## config.mk

```make
export PLATFORM = sky130hd
export DESIGN_NAME = vga_sync_gen_flat
export DESIGN_NICKNAME = d
export VERILOG_FILES = /design/src/rtl/vga_sync_gen_if.sv /design/src/rtl/vga_sync_gen.sv /design/src/flat_wrapper.sv
export SDC_FILE = /design/constraint.sdc
export NUM_CORES = 1
export LEC_CHECK = 0
export CAP_MARGIN = 20
export CORE_ASPECT_RATIO = 0.9
export CORE_MARGIN = 5
export CORE_UTILIZATION = 50
export DETAILED_ROUTE_END_ITERATION = 8
export GPL_ROUTABILITY_DRIVEN = 0
export GPL_TIMING_DRIVEN = 0
export PLACE_DENSITY = 0.78
export REMOVE_ABC_BUFFERS = 1
export SLEW_MARGIN = 15
export SYNTH_ARGS = -nofsm -noshare
export SYNTH_HDL_FRONTEND = slang
export SYNTH_SLANG_ARGS = --single-unit
```

## constraint.sdc

```tcl
create_clock -name clk -period 2.2 [get_ports clk]
set_input_delay 0.33 -clock clk [delete_from_list [all_inputs] [get_ports clk]]
set_output_delay 0.33 -clock clk [all_outputs]
set_load 0.1 [all_outputs]
```

## src/rtl/vga_sync_gen_if.sv

```systemverilog
// Bundle of VGA timing outputs shared between the sync generator and its consumers.
// Latency: none, this is wiring only.
// Backpressure: none, the timing stream is free-running and cannot be stalled.
`timescale 1ns/1ps
interface vga_sync_gen_if;
  logic       pix_en;
  logic [9:0] hCount;
  logic [9:0] vCount;
  logic       hSync;
  logic       vSync;
  logic       bright;
  logic       frame_start;

  modport master (
    output pix_en, hCount, vCount, hSync, vSync, bright, frame_start
  );

  modport slave (
    input pix_en, hCount, vCount, hSync, vSync, bright, frame_start
  );
endinterface

```

## src/rtl/vga_sync_gen.sv

```systemverilog
// VGA 640x480 timing generator: clock divider, h/v counters, sync/blank decode, frame pulse.
// Latency: counters step one clk after each pix_en; sync/bright zero-latency, or one pixel tick with VGA_SYNC_REG_EN.
// Backpressure: none, free-running; rst_n (async, active-low) aborts the frame and restarts at (0,0).
`timescale 1ns/1ps
module vga_sync_gen #(
  parameter int CLK_DIV = 4,    // input clocks per pixel, 2..16
  parameter int H_TOTAL = 800,  // pixel ticks per line
  parameter int V_TOTAL = 525   // lines per frame
) (
  input  logic           clk,
  input  logic           rst_n,
  vga_sync_gen_if.master vga
);

  // The visible window and sync widths are fixed to the 640x480 mode.
  localparam logic [9:0] H_SYNC_END  = 10'd96;   // hSync low for hCount 0..95
  localparam logic [9:0] V_SYNC_END  = 10'd2;    // vSync low for vCount 0..1
  localparam logic [9:0] H_VIS_FIRST = 10'd144;
  localparam logic [9:0] H_VIS_LAST  = 10'd783;
  localparam logic [9:0] V_VIS_FIRST = 10'd35;
  localparam logic [9:0] V_VIS_LAST  = 10'd514;

  localparam logic [3:0] DIV_LAST = 4'(CLK_DIV - 1);
  localparam logic [9:0] H_LAST   = 10'(H_TOTAL - 1);
  localparam logic [9:0] V_LAST   = 10'(V_TOTAL - 1);

  logic [3:0] div_q;
  logic [9:0] h_q;
  logic [9:0] v_q;
  logic       fs_q;
  logic       pix;
  logic       h_wrap;
  logic       v_wrap;
  logic       hs_d;
  logic       vs_d;
  logic       br_d;

  // Using >= for the wrap tests keeps the counters inside their range even
  // if a bad value were ever loaded; in normal operation it equals ==.
  assign pix    = (div_q == DIV_LAST);
  assign h_wrap = (h_q >= H_LAST);
  assign v_wrap = (v_q >= V_LAST);

  // Pixel-rate divider: counts 0..CLK_DIV-1, pix is high on the last count.
  always_ff @(posedge clk or negedge rst_n) begin
    if (!rst_n) begin
      div_q <= 4'd0;
    end else if (pix || (div_q > DIV_LAST)) begin
      div_q <= 4'd0;
    end else begin
      div_q <= div_q + 4'd1;
    end
  end

  // Horizontal counter advances once per pixel tick and wraps at end of line.
  always_ff @(posedge clk or negedge rst_n) begin
    if (!rst_n) begin
      h_q <= 10'd0;
    end else if (pix) begin
      h_q <= h_wrap ? 10'd0 : h_q + 10'd1;
    end
  end

  // Vertical counter advances on the last pixel of each line and wraps at end of frame.
  always_ff @(posedge clk or negedge rst_n) begin
    if (!rst_n) begin
      v_q <= 10'd0;
    end else if (pix && h_wrap) begin
      v_q <= v_wrap ? 10'd0 : v_q + 10'd1;
    end
  end

  // Frame pulse only on a real wrap from the last pixel, so reset never produces one.
  always_ff @(posedge clk or negedge rst_n) begin
    if (!rst_n) begin
      fs_q <= 1'b0;
    end else begin
      fs_q <= pix && h_wrap && v_wrap;
    end
  end

  // Decode sync and visible-window flags from the current counters.
  always_comb begin
    hs_d = 1'b1;
    vs_d = 1'b1;
    br_d = 1'b0;
    if (h_q < H_SYNC_END) hs_d = 1'b0;
    if (v_q < V_SYNC_END) vs_d = 1'b0;
    if ((h_q >= H_VIS_FIRST) && (h_q <= H_VIS_LAST) &&
        (v_q >= V_VIS_FIRST) && (v_q <= V_VIS_LAST)) begin
      br_d = 1'b1;
    end
  end

`ifdef VGA_SYNC_REG_EN
  logic hs_q;
  logic vs_q;
  logic br_q;

  // Registered outputs sample the pre-update counters on each pixel tick,
  // so they lag the counters by one tick but cannot glitch.
  always_ff @(posedge clk or negedge rst_n) begin
    if (!rst_n) begin
      hs_q <= 1'b0;
      vs_q <= 1'b0;
      br_q <= 1'b0;
    end else if (pix) begin
      hs_q <= hs_d;
      vs_q <= vs_d;
      br_q <= br_d;
    end
  end

  assign vga.hSync  = hs_q;
  assign vga.vSync  = vs_q;
  assign vga.bright = br_q;
`else
  // Counters reset to (0,0), which decodes to hSync=vSync=bright=0, so the
  // combinational outputs meet the reset values without extra gating.
  assign vga.hSync  = hs_d;
  assign vga.vSync  = vs_d;
  assign vga.bright = br_d;
`endif

  assign vga.pix_en      = pix;
  assign vga.hCount      = h_q;
  assign vga.vCount      = v_q;
  assign vga.frame_start = fs_q;

endmodule

```

## src/flat_wrapper.sv

```systemverilog
// flat-port wrapper written by rule: the top's interface ports become plain ports
module vga_sync_gen_flat 
#(
  parameter int CLK_DIV = 4,                                    
  parameter int H_TOTAL = 800,                         
  parameter int V_TOTAL = 525                     
)
  (clk, rst_n, vga_pix_en, vga_hCount, vga_vCount, vga_hSync, vga_vSync, vga_bright, vga_frame_start);
  vga_sync_gen_if vga_i ();
  input  logic clk;
  input  logic rst_n;
  output wire logic [$bits(vga_i.pix_en)-1:0] vga_pix_en;
  output wire logic [$bits(vga_i.hCount)-1:0] vga_hCount;
  output wire logic [$bits(vga_i.vCount)-1:0] vga_vCount;
  output wire logic [$bits(vga_i.hSync)-1:0] vga_hSync;
  output wire logic [$bits(vga_i.vSync)-1:0] vga_vSync;
  output wire logic [$bits(vga_i.bright)-1:0] vga_bright;
  output wire logic [$bits(vga_i.frame_start)-1:0] vga_frame_start;
  assign vga_pix_en = vga_i.pix_en;
  assign vga_hCount = vga_i.hCount;
  assign vga_vCount = vga_i.vCount;
  assign vga_hSync = vga_i.hSync;
  assign vga_vSync = vga_i.vSync;
  assign vga_bright = vga_i.bright;
  assign vga_frame_start = vga_i.frame_start;
  vga_sync_gen #(.CLK_DIV(CLK_DIV), .H_TOTAL(H_TOTAL), .V_TOTAL(V_TOTAL)) u_core (.clk(clk), .rst_n(rst_n), .vga(vga_i));
endmodule
```

==> impl_metrics.env, run 1 <==
export IMPL_status="complete, no violations"
export IMPL_vias_after_detailed_routing=1120
export IMPL_cts_sinks=25
export IMPL_syn_to_final_growth_pct=26.8
export IMPL_cp_end_kind="primary output"
export IMPL_antenna_found_initial=0
export IMPL_critical_path_peak_fanout=1
export IMPL_placementRows=17
export IMPL_timing_slew_headroom_pct=35.5
export IMPL_vias_per_cell=5.74
export IMPL_worst_pin_slew_ns=0.972
export IMPL_min_period_over_period_pct=97.1
export IMPL_worstPathBufferInverterCount=1
export IMPL_post_synthesis_cell_type_with_the_largest_combined_area="sky130_fd_sc_hd__dfrtp_1"
export IMPL_layout_filler_cells=213
export IMPL_power_combinational_fraction_pct=5.8
export IMPL_setup_tns_final_ns=0
export IMPL_number_of_nets_with_antenna_violations_after_routing=0
export IMPL_timing_critical_path_from_type="register"
export IMPL_synth_top_cells_by_count="25 x sky130_fd_sc_hd__dfrtp_1, 13 x sky130_fd_sc_hd__nor2_1, 9 x sky130_fd_sc_hd__nand2_1, 9 x sky130_fd_sc_hd__o21ai_0"
export IMPL_synth_async_sr_flop_share_pct=100
export IMPL_cts_tree="yes"
export IMPL_synth_distinct_cells=42
export IMPL_finish_net_count=174
export IMPL_worst_ep_required_time_ns=1.87
export IMPL_power_share_switching_pct=25.4
export IMPL_wl_um=2950
export IMPL_synth_sequential_area_ratio_pct=46.4
export IMPL_p_leak_uw=0.000883
export IMPL_grt_setup_unrepaired="yes"
export IMPL_dieArea_sq_um=3830
export IMPL_layout_core_utilization_pct=68.1
export IMPL_timing_hold_worst_class="reg -> reg"
export IMPL_final_max_slew_viol_count=0
export IMPL_first_global_vias=1058
export IMPL_syn_mean_instance_area_sq_um=10.1
export IMPL_ff_latch_count_synth=25
export IMPL_port_buffer_count=26
export IMPL_antenna_cells_inserted=0
export IMPL_starting_density_pct=53.7
export IMPL_synthTopCellsByArea="sky130_fd_sc_hd__dfrtp_1 46%, sky130_fd_sc_hd__a22o_1 3.9%, sky130_fd_sc_hd__ha_1 3.7%, sky130_fd_sc_hd__nor2_1 3.6%, sky130_fd_sc_hd__o21ai_0 3.3%"
export IMPL_power_ir_vdd_worst_uv=364
export IMPL_synth_enable_flop_cells=0
export IMPL_synth_cells=133
export IMPL_clk_buf_depth=2
export IMPL_routed_wire_length_per_instance_um=15.1
export IMPL_setup_viol=0
export IMPL_globalRoute_totalOverflow=0
export IMPL_track_usage_pct=17.1
export IMPL_design_area_sq_um=1710
export IMPL_drv_cap=0
export IMPL_clock_tree_root_cell="sky130_fd_sc_hd__clkbuf_4"
export IMPL_ios=27
export IMPL_grt_start_max_net_pins=26
export IMPL_fmax_mhz=468
export IMPL_crit_path_max_incr_delay_ns=1.12
export IMPL_wire_length_of_the_first_global_routing_pass_um=5200
export IMPL_core_region_area_sq_um=2510
export IMPL_largest_delay_contributor_family_on_the_critical_path="buffers and inverters"
export IMPL_finalCriticalPeriod_ns=2.14
export IMPL_netSwitchingPower_uw=185
export IMPL_total_power_uw=728
export IMPL_dpl_instance_area_sq_um=1610
export IMPL_cts_max_level=1
export IMPL_arrival_ns=1.81
export IMPL_tritoncts_num_buffers=3
export IMPL_critical_path_class="reg -> out"
export IMPL_timing_reg2reg_setup_slack_ns=0.21
export IMPL_dieWidth_um=64.7
export IMPL_fin_skew_ns=0.00838
export IMPL_post_synth_top_count_cell="sky130_fd_sc_hd__dfrtp_1"
export IMPL_fp_dieH_um=59.3
export IMPL_yosys_warnings=0
export IMPL_worstPathCellList="clkdlybuf4s50_1"
export IMPL_mappedNetlistArea_sq_um=1350
export IMPL_critical_path_slowest_cell="sky130_fd_sc_hd__clkdlybuf4s50_1"
export IMPL_p_per_area_nw_per_um2=426
export IMPL_firstDrtPassIters=4
export IMPL_insertion_delay_ns=0.33
export IMPL_share_of_post_route_cells_with_drive_strength_above_1_pct=21.0
export IMPL_initialDrtViolationCount=64
export IMPL_drc=0
export IMPL_place_detailed_hpwl_um=2040
export IMPL_finalHoldViolCount=0
export IMPL_cts_clk_slew_worst_paths_ns=0.14
export IMPL_synth_top_area_share_pct=46.4
export IMPL_sequentialPowerShare_pct=64.9
export IMPL_postSynth_topFlopCell="sky130_fd_sc_hd__dfrtp_1"
export IMPL_power_frac_clock_pct=29.3
export IMPL_cell_internal_power_dissipation_uw=543
## placed cells by master, fill, tap and decap left out, types with 2 or more instances in the layout
| cell | count |
|---|---|
| sky130_fd_sc_hd__inv_1 | 4 |
| sky130_fd_sc_hd__dfrtp_2 | 5 |
| sky130_fd_sc_hd__clkbuf_4 | 3 |
| sky130_fd_sc_hd__buf_4 | 6 |
| sky130_fd_sc_hd__nor2b_1 | 4 |
| sky130_fd_sc_hd__ha_1 | 3 |
| sky130_fd_sc_hd__conb_1 | 2 |
| sky130_fd_sc_hd__nand3_1 | 7 |
| sky130_fd_sc_hd__xor2_1 | 5 |
| sky130_fd_sc_hd__dfrtp_1 | 20 |
| sky130_fd_sc_hd__nor3_1 | 3 |
| sky130_fd_sc_hd__nor4_1 | 2 |
| sky130_fd_sc_hd__nand2_1 | 9 |
| sky130_fd_sc_hd__a22o_1 | 6 |
| sky130_fd_sc_hd__o21ai_0 | 9 |
| sky130_fd_sc_hd__nand4_1 | 3 |
| sky130_fd_sc_hd__dlygate4sd2_1 | 20 |
| sky130_fd_sc_hd__xnor2_1 | 2 |
| sky130_fd_sc_hd__buf_6 | 2 |
| sky130_fd_sc_hd__nor2_1 | 13 |
| sky130_fd_sc_hd__and3_1 | 7 |
| sky130_fd_sc_hd__a21oi_1 | 2 |
## power by group through the flow
stage	registers [uW]	clock network (uW)	logic [uW]
after detailed placement	481	0	44.9
final	472	213	42.4
after floorplan	500	0	7.17
after CTS	473	220	42.7
after global routing	475	245	47.1
after global placement	481	0	43.4
## layer usage
layer / GRT usage, % / share of wire (%) / vias up
li1: - / - / 555
met1: 24.5 / 49 / 547
met2: 26.4 / 48 / 16
met3: 4.17 / 3.0 / 2
met4: 3.61 / 0.68 / 0
met5: 0 / 0 / -
## final cells by class
class / instances / area (sq um) / share of cell area, %
Clock buffer: 3 / 22.5 / 1.32
Multi-Input combinational cell: 100 / 708 / 41.4
Timing Repair Buffer: 33 / 284 / 16.6
Sequential cell: 25 / 632 / 37.0
Inverter: 5 / 20.0 / 1.17
Clock inverter: 1 / 7.51 / 0.439
Tap cell: 28 / 35.0 / 2.05
## through the flow
step	hold WS, ns	cells	setup WS [ns]
floorplan	0.0344	130	-1.06
global placement	0.422	184	-0.584
detailed placement	0.426	184	-0.589
CTS	0.448	189	0.0207
global route	0.480	195	-0.00962
finish	0.442	195	0.0638
## cell families (layout without fill, tap and decap cells)
| kind of cell | count (synthesis) | after routing | share of synthesized area (%) |
|---|---|---|---|
| other cells | 1 | 2 | 0.278 |
| mux | 1 | 1 | 0.836 |
| compound gates | 29 | 29 | 16.8 |
| buf+inv | 9 | 42 | 4.08 |
| flops | 25 | 25 | 46.4 |
| fa+ha+maj | 4 | 4 | 3.71 |
| xor+xnor | 7 | 7 | 4.55 |
| simple gates | 57 | 57 | 23.3 |
## registers in the layout, summed over array words and instances, names as in the netlist
signal                  cells
u_core.div_q                4
u_core.vga.hCount          10
u_core.vga.frame_start      1
u_core.vga.vCount          10
## repair_timing
action | 4_1_cts | 5_1_grt
pin swaps | 2 | 1
gates resized for setup | 44 | 7
buffers inserted | 1 | 5
hold endpoints to repair | 0 | 15
setup endpoints to repair | 24 | 10
hold buffers | 0 | 1
## final timing paths
check,endpoint,cells past startpoint,start
min reg2reg,u_core.div_q[0],1,u_core.div_q[0]
max,vga_frame_start,1,u_core.vga.frame_start
min in group asynchronous,u_core.vga.vCount[7],2,rst_n
min,u_core.div_q[0],1,u_core.div_q[0]
max reg2reg,u_core.vga.vCount[3],6,u_core.div_q[0]
max in group asynchronous,u_core.vga.vCount[4],2,rst_n
(Power assumes the default switching activity.)
==> inputs of run 2 (changes only) <==
- CORE_UTILIZATION: 50 -> 45
- CTS_CLUSTER_DIAMETER: default -> 50
- PLACE_DENSITY: 0.78 -> 0.74
- clock period: 2.2 -> 1.8 ns (I/O delays scaled with it)
==> run 2 against run 1 <==
Compared with the run above: the run now ends with negative setup slack left; critical endpoint is now vga_bright; sequential power rose by 22%; non-clock buffer count is 20 higher; flip-flop and latch count did not move; worst hold slack got worse by 0.0071 ns.
==> impl_metrics.env, run 2 (synthesized netlist as in run 1, its figures left out) <==
export IMPL_status="finished with violations"
export IMPL_failed_checks="negative setup slack"
export IMPL_p_leak_uw=0.000950
export IMPL_grt_busiest_layer="met2"
export IMPL_syn_to_final_growth_pct=45.1
export IMPL_insertion_delay_ns=0.33
export IMPL_track_usage_pct=17.3
export IMPL_antenna_found_initial=0
export IMPL_dpl_instance_area_sq_um=1630
export IMPL_setup_tns_final_ns=-0.473
export IMPL_post_route_setup_slack_ns=-0.238
export IMPL_arrival_ns=1.77
export IMPL_fp_dieH_um=61.9
export IMPL_timing_hold_worst_class="in -> async"
export IMPL_wire_length_of_the_first_global_routing_pass_um=5440
export IMPL_gr_usage_met1_pct=21.0
export IMPL_antenna_cells_inserted=0
export IMPL_starting_density_pct=47.9
export IMPL_routed_wire_length_per_instance_um=15.8
export IMPL_worst_pin_slew_ns=0.551
export IMPL_first_global_vias=1191
export IMPL_cts_sinks=25
export IMPL_worst_ep_required_time_ns=1.53
export IMPL_p_per_area_nw_per_um2=457
export IMPL_worstPathBufferInverterCount=1
export IMPL_timing_slew_headroom_pct=63.3
export IMPL_finish_net_count=194
export IMPL_placementRows=18
export IMPL_place_detailed_hpwl_um=2120
export IMPL_clock_tree_root_cell="sky130_fd_sc_hd__clkbuf_4"
export IMPL_firstDrtPassIters=4
export IMPL_core_region_area_sq_um=2820
export IMPL_met3_usage_pct=3.24
export IMPL_port_buffer_count=26
export IMPL_critical_path_slowest_cell="sky130_fd_sc_hd__dfrtp_1"
export IMPL_finalCriticalPeriod_ns=2.04
export IMPL_largest_delay_contributor_family_on_the_critical_path="compound AO/OA/AOI/OAI gates"
export IMPL_ios=27
export IMPL_commonest_non_fill_non_tap_cell_in_the_layout="sky130_fd_sc_hd__buf_4"
export IMPL_drc=0
export IMPL_critical_path_peak_fanout=9
export IMPL_share_of_post_route_cells_with_drive_strength_above_1_pct=46.0
export IMPL_initialDrtViolationCount=55
export IMPL_design_area_sq_um=1960
export IMPL_drv_cap=0
export IMPL_clk_buf_depth=2
export IMPL_cts_clk_slew_worst_paths_ns=0.14
export IMPL_number_of_nets_with_antenna_violations_after_routing=0
export IMPL_grt_setup_unrepaired="yes"
export IMPL_cts_tree="yes"
export IMPL_commonest_cells_after_routing_fill_and_taps_aside="25 x sky130_fd_sc_hd__buf_4, 18 x sky130_fd_sc_hd__dfrtp_1, 15 x sky130_fd_sc_hd__clkdlybuf4s15_2"
export IMPL_vias_per_cell=5.65
export IMPL_hold_ws_ns=0.435
export IMPL_dieArea_sq_um=4190
export IMPL_globalRoute_totalOverflow=0
export IMPL_fin_skew_ns=0.00896
export IMPL_dieWidth_um=67.7
export IMPL_grt_use_met2_pct=30.7
export IMPL_setup_viol=11
export IMPL_crit_path_max_incr_delay_ns=0.52
export IMPL_fmax_mhz=491
export IMPL_min_period_over_period_pct=113
export IMPL_grt_start_max_net_pins=26
export IMPL_power_ir_vdd_worst_uv=443
export IMPL_timing_critical_path_from_type="register"
export IMPL_final_max_slew_viol_count=0
export IMPL_worstPathCellList="o41ai_2, a21oi_1, a41oi_1, nor2_2, buf_6"
export IMPL_critical_path_class="reg -> out"
export IMPL_cp_end_kind="primary output"
export IMPL_cts_max_level=1
export IMPL_tritoncts_num_buffers=3
export IMPL_total_power_uw=894
export IMPL_vias_after_detailed_routing=1283
export IMPL_finalHoldViolCount=0
export IMPL_wl_um=3580
## run 2: final timing paths
| check | start | end | slack (ns) | cells after the start |
|---|---|---|---|---|
| max | u_core.vga.vCount[3] | vga_bright | -0.24 | 5 |
| min | rst_n | u_core.vga.hCount[1] | 0.43 | 2 |
| max reg2reg | u_core.div_q[0] | u_core.vga.vCount[2] | -0.06 | 6 |
| min reg2reg | u_core.div_q[2] | u_core.div_q[0] | 0.47 | 1 |
| max in group asynchronous | rst_n | u_core.vga.vCount[2] | 0.97 | 2 |
| min in group clk | u_core.div_q[2] | u_core.div_q[0] | 0.47 | 1 |
## run 2: worst register-to-register path, delay by kind of cell (launching register included)
kind / cells / cell delay [ns]
AOI/OAI and AO/OA: 3 / 0.71
adders and majority gates: 1 / 0.18
buffers and inverters: 1 / 0.08
DFF: 1 / 0.38
and+or+nand+nor: 1 / 0.40
## run 2: per-layer routing
metal	vias up	wire length [um]
li1	589	-
met3	6	124
met5	-	0
met1	654	1550
met4	0	73
met2	34	1830
## run 2: final cells by class
cell class                 instances  area [sq um]
clock buffer                       3          22.5
inverter                           5          23.8
multi-input combinational        100           757
tap                               40          50.0
timing repair buffer              53           460
clock inverter                     1          7.51
sequential                        25           634
fill                             204           860
## run 2: stage by stage
| stage | cells | utilization [%] | setup WS [ns] |
|---|---|---|---|
| global route | 227 | 69.5 | -0.363 |
| detailed placement | 196 | 57.8 | -0.899 |
| floorplan | 130 | - | -1.40 |
| global placement | 196 | 57.8 | -0.913 |
| finish | 227 | 69.5 | -0.238 |
| CTS | 216 | 65.5 | -0.257 |
## run 2: what timing repair did
| item | 4_1_cts | 5_1_grt |
|---|---|---|
| endpoints found under the setup margin | 36 | 26 |
| setup buffers | 16 | 10 |
| pin swaps | 11 | 3 |
| hold buffers | 0 | 1 |
| endpoints found under the hold margin | 0 | 25 |
| gates cloned | 0 | 0 |
| resized for setup | 100 | 26 |
## run 2: where the power goes
group,internal [uW],switching [uW]
clock network,85.1,172
registers,570,8.83
logic,14.9,43.3
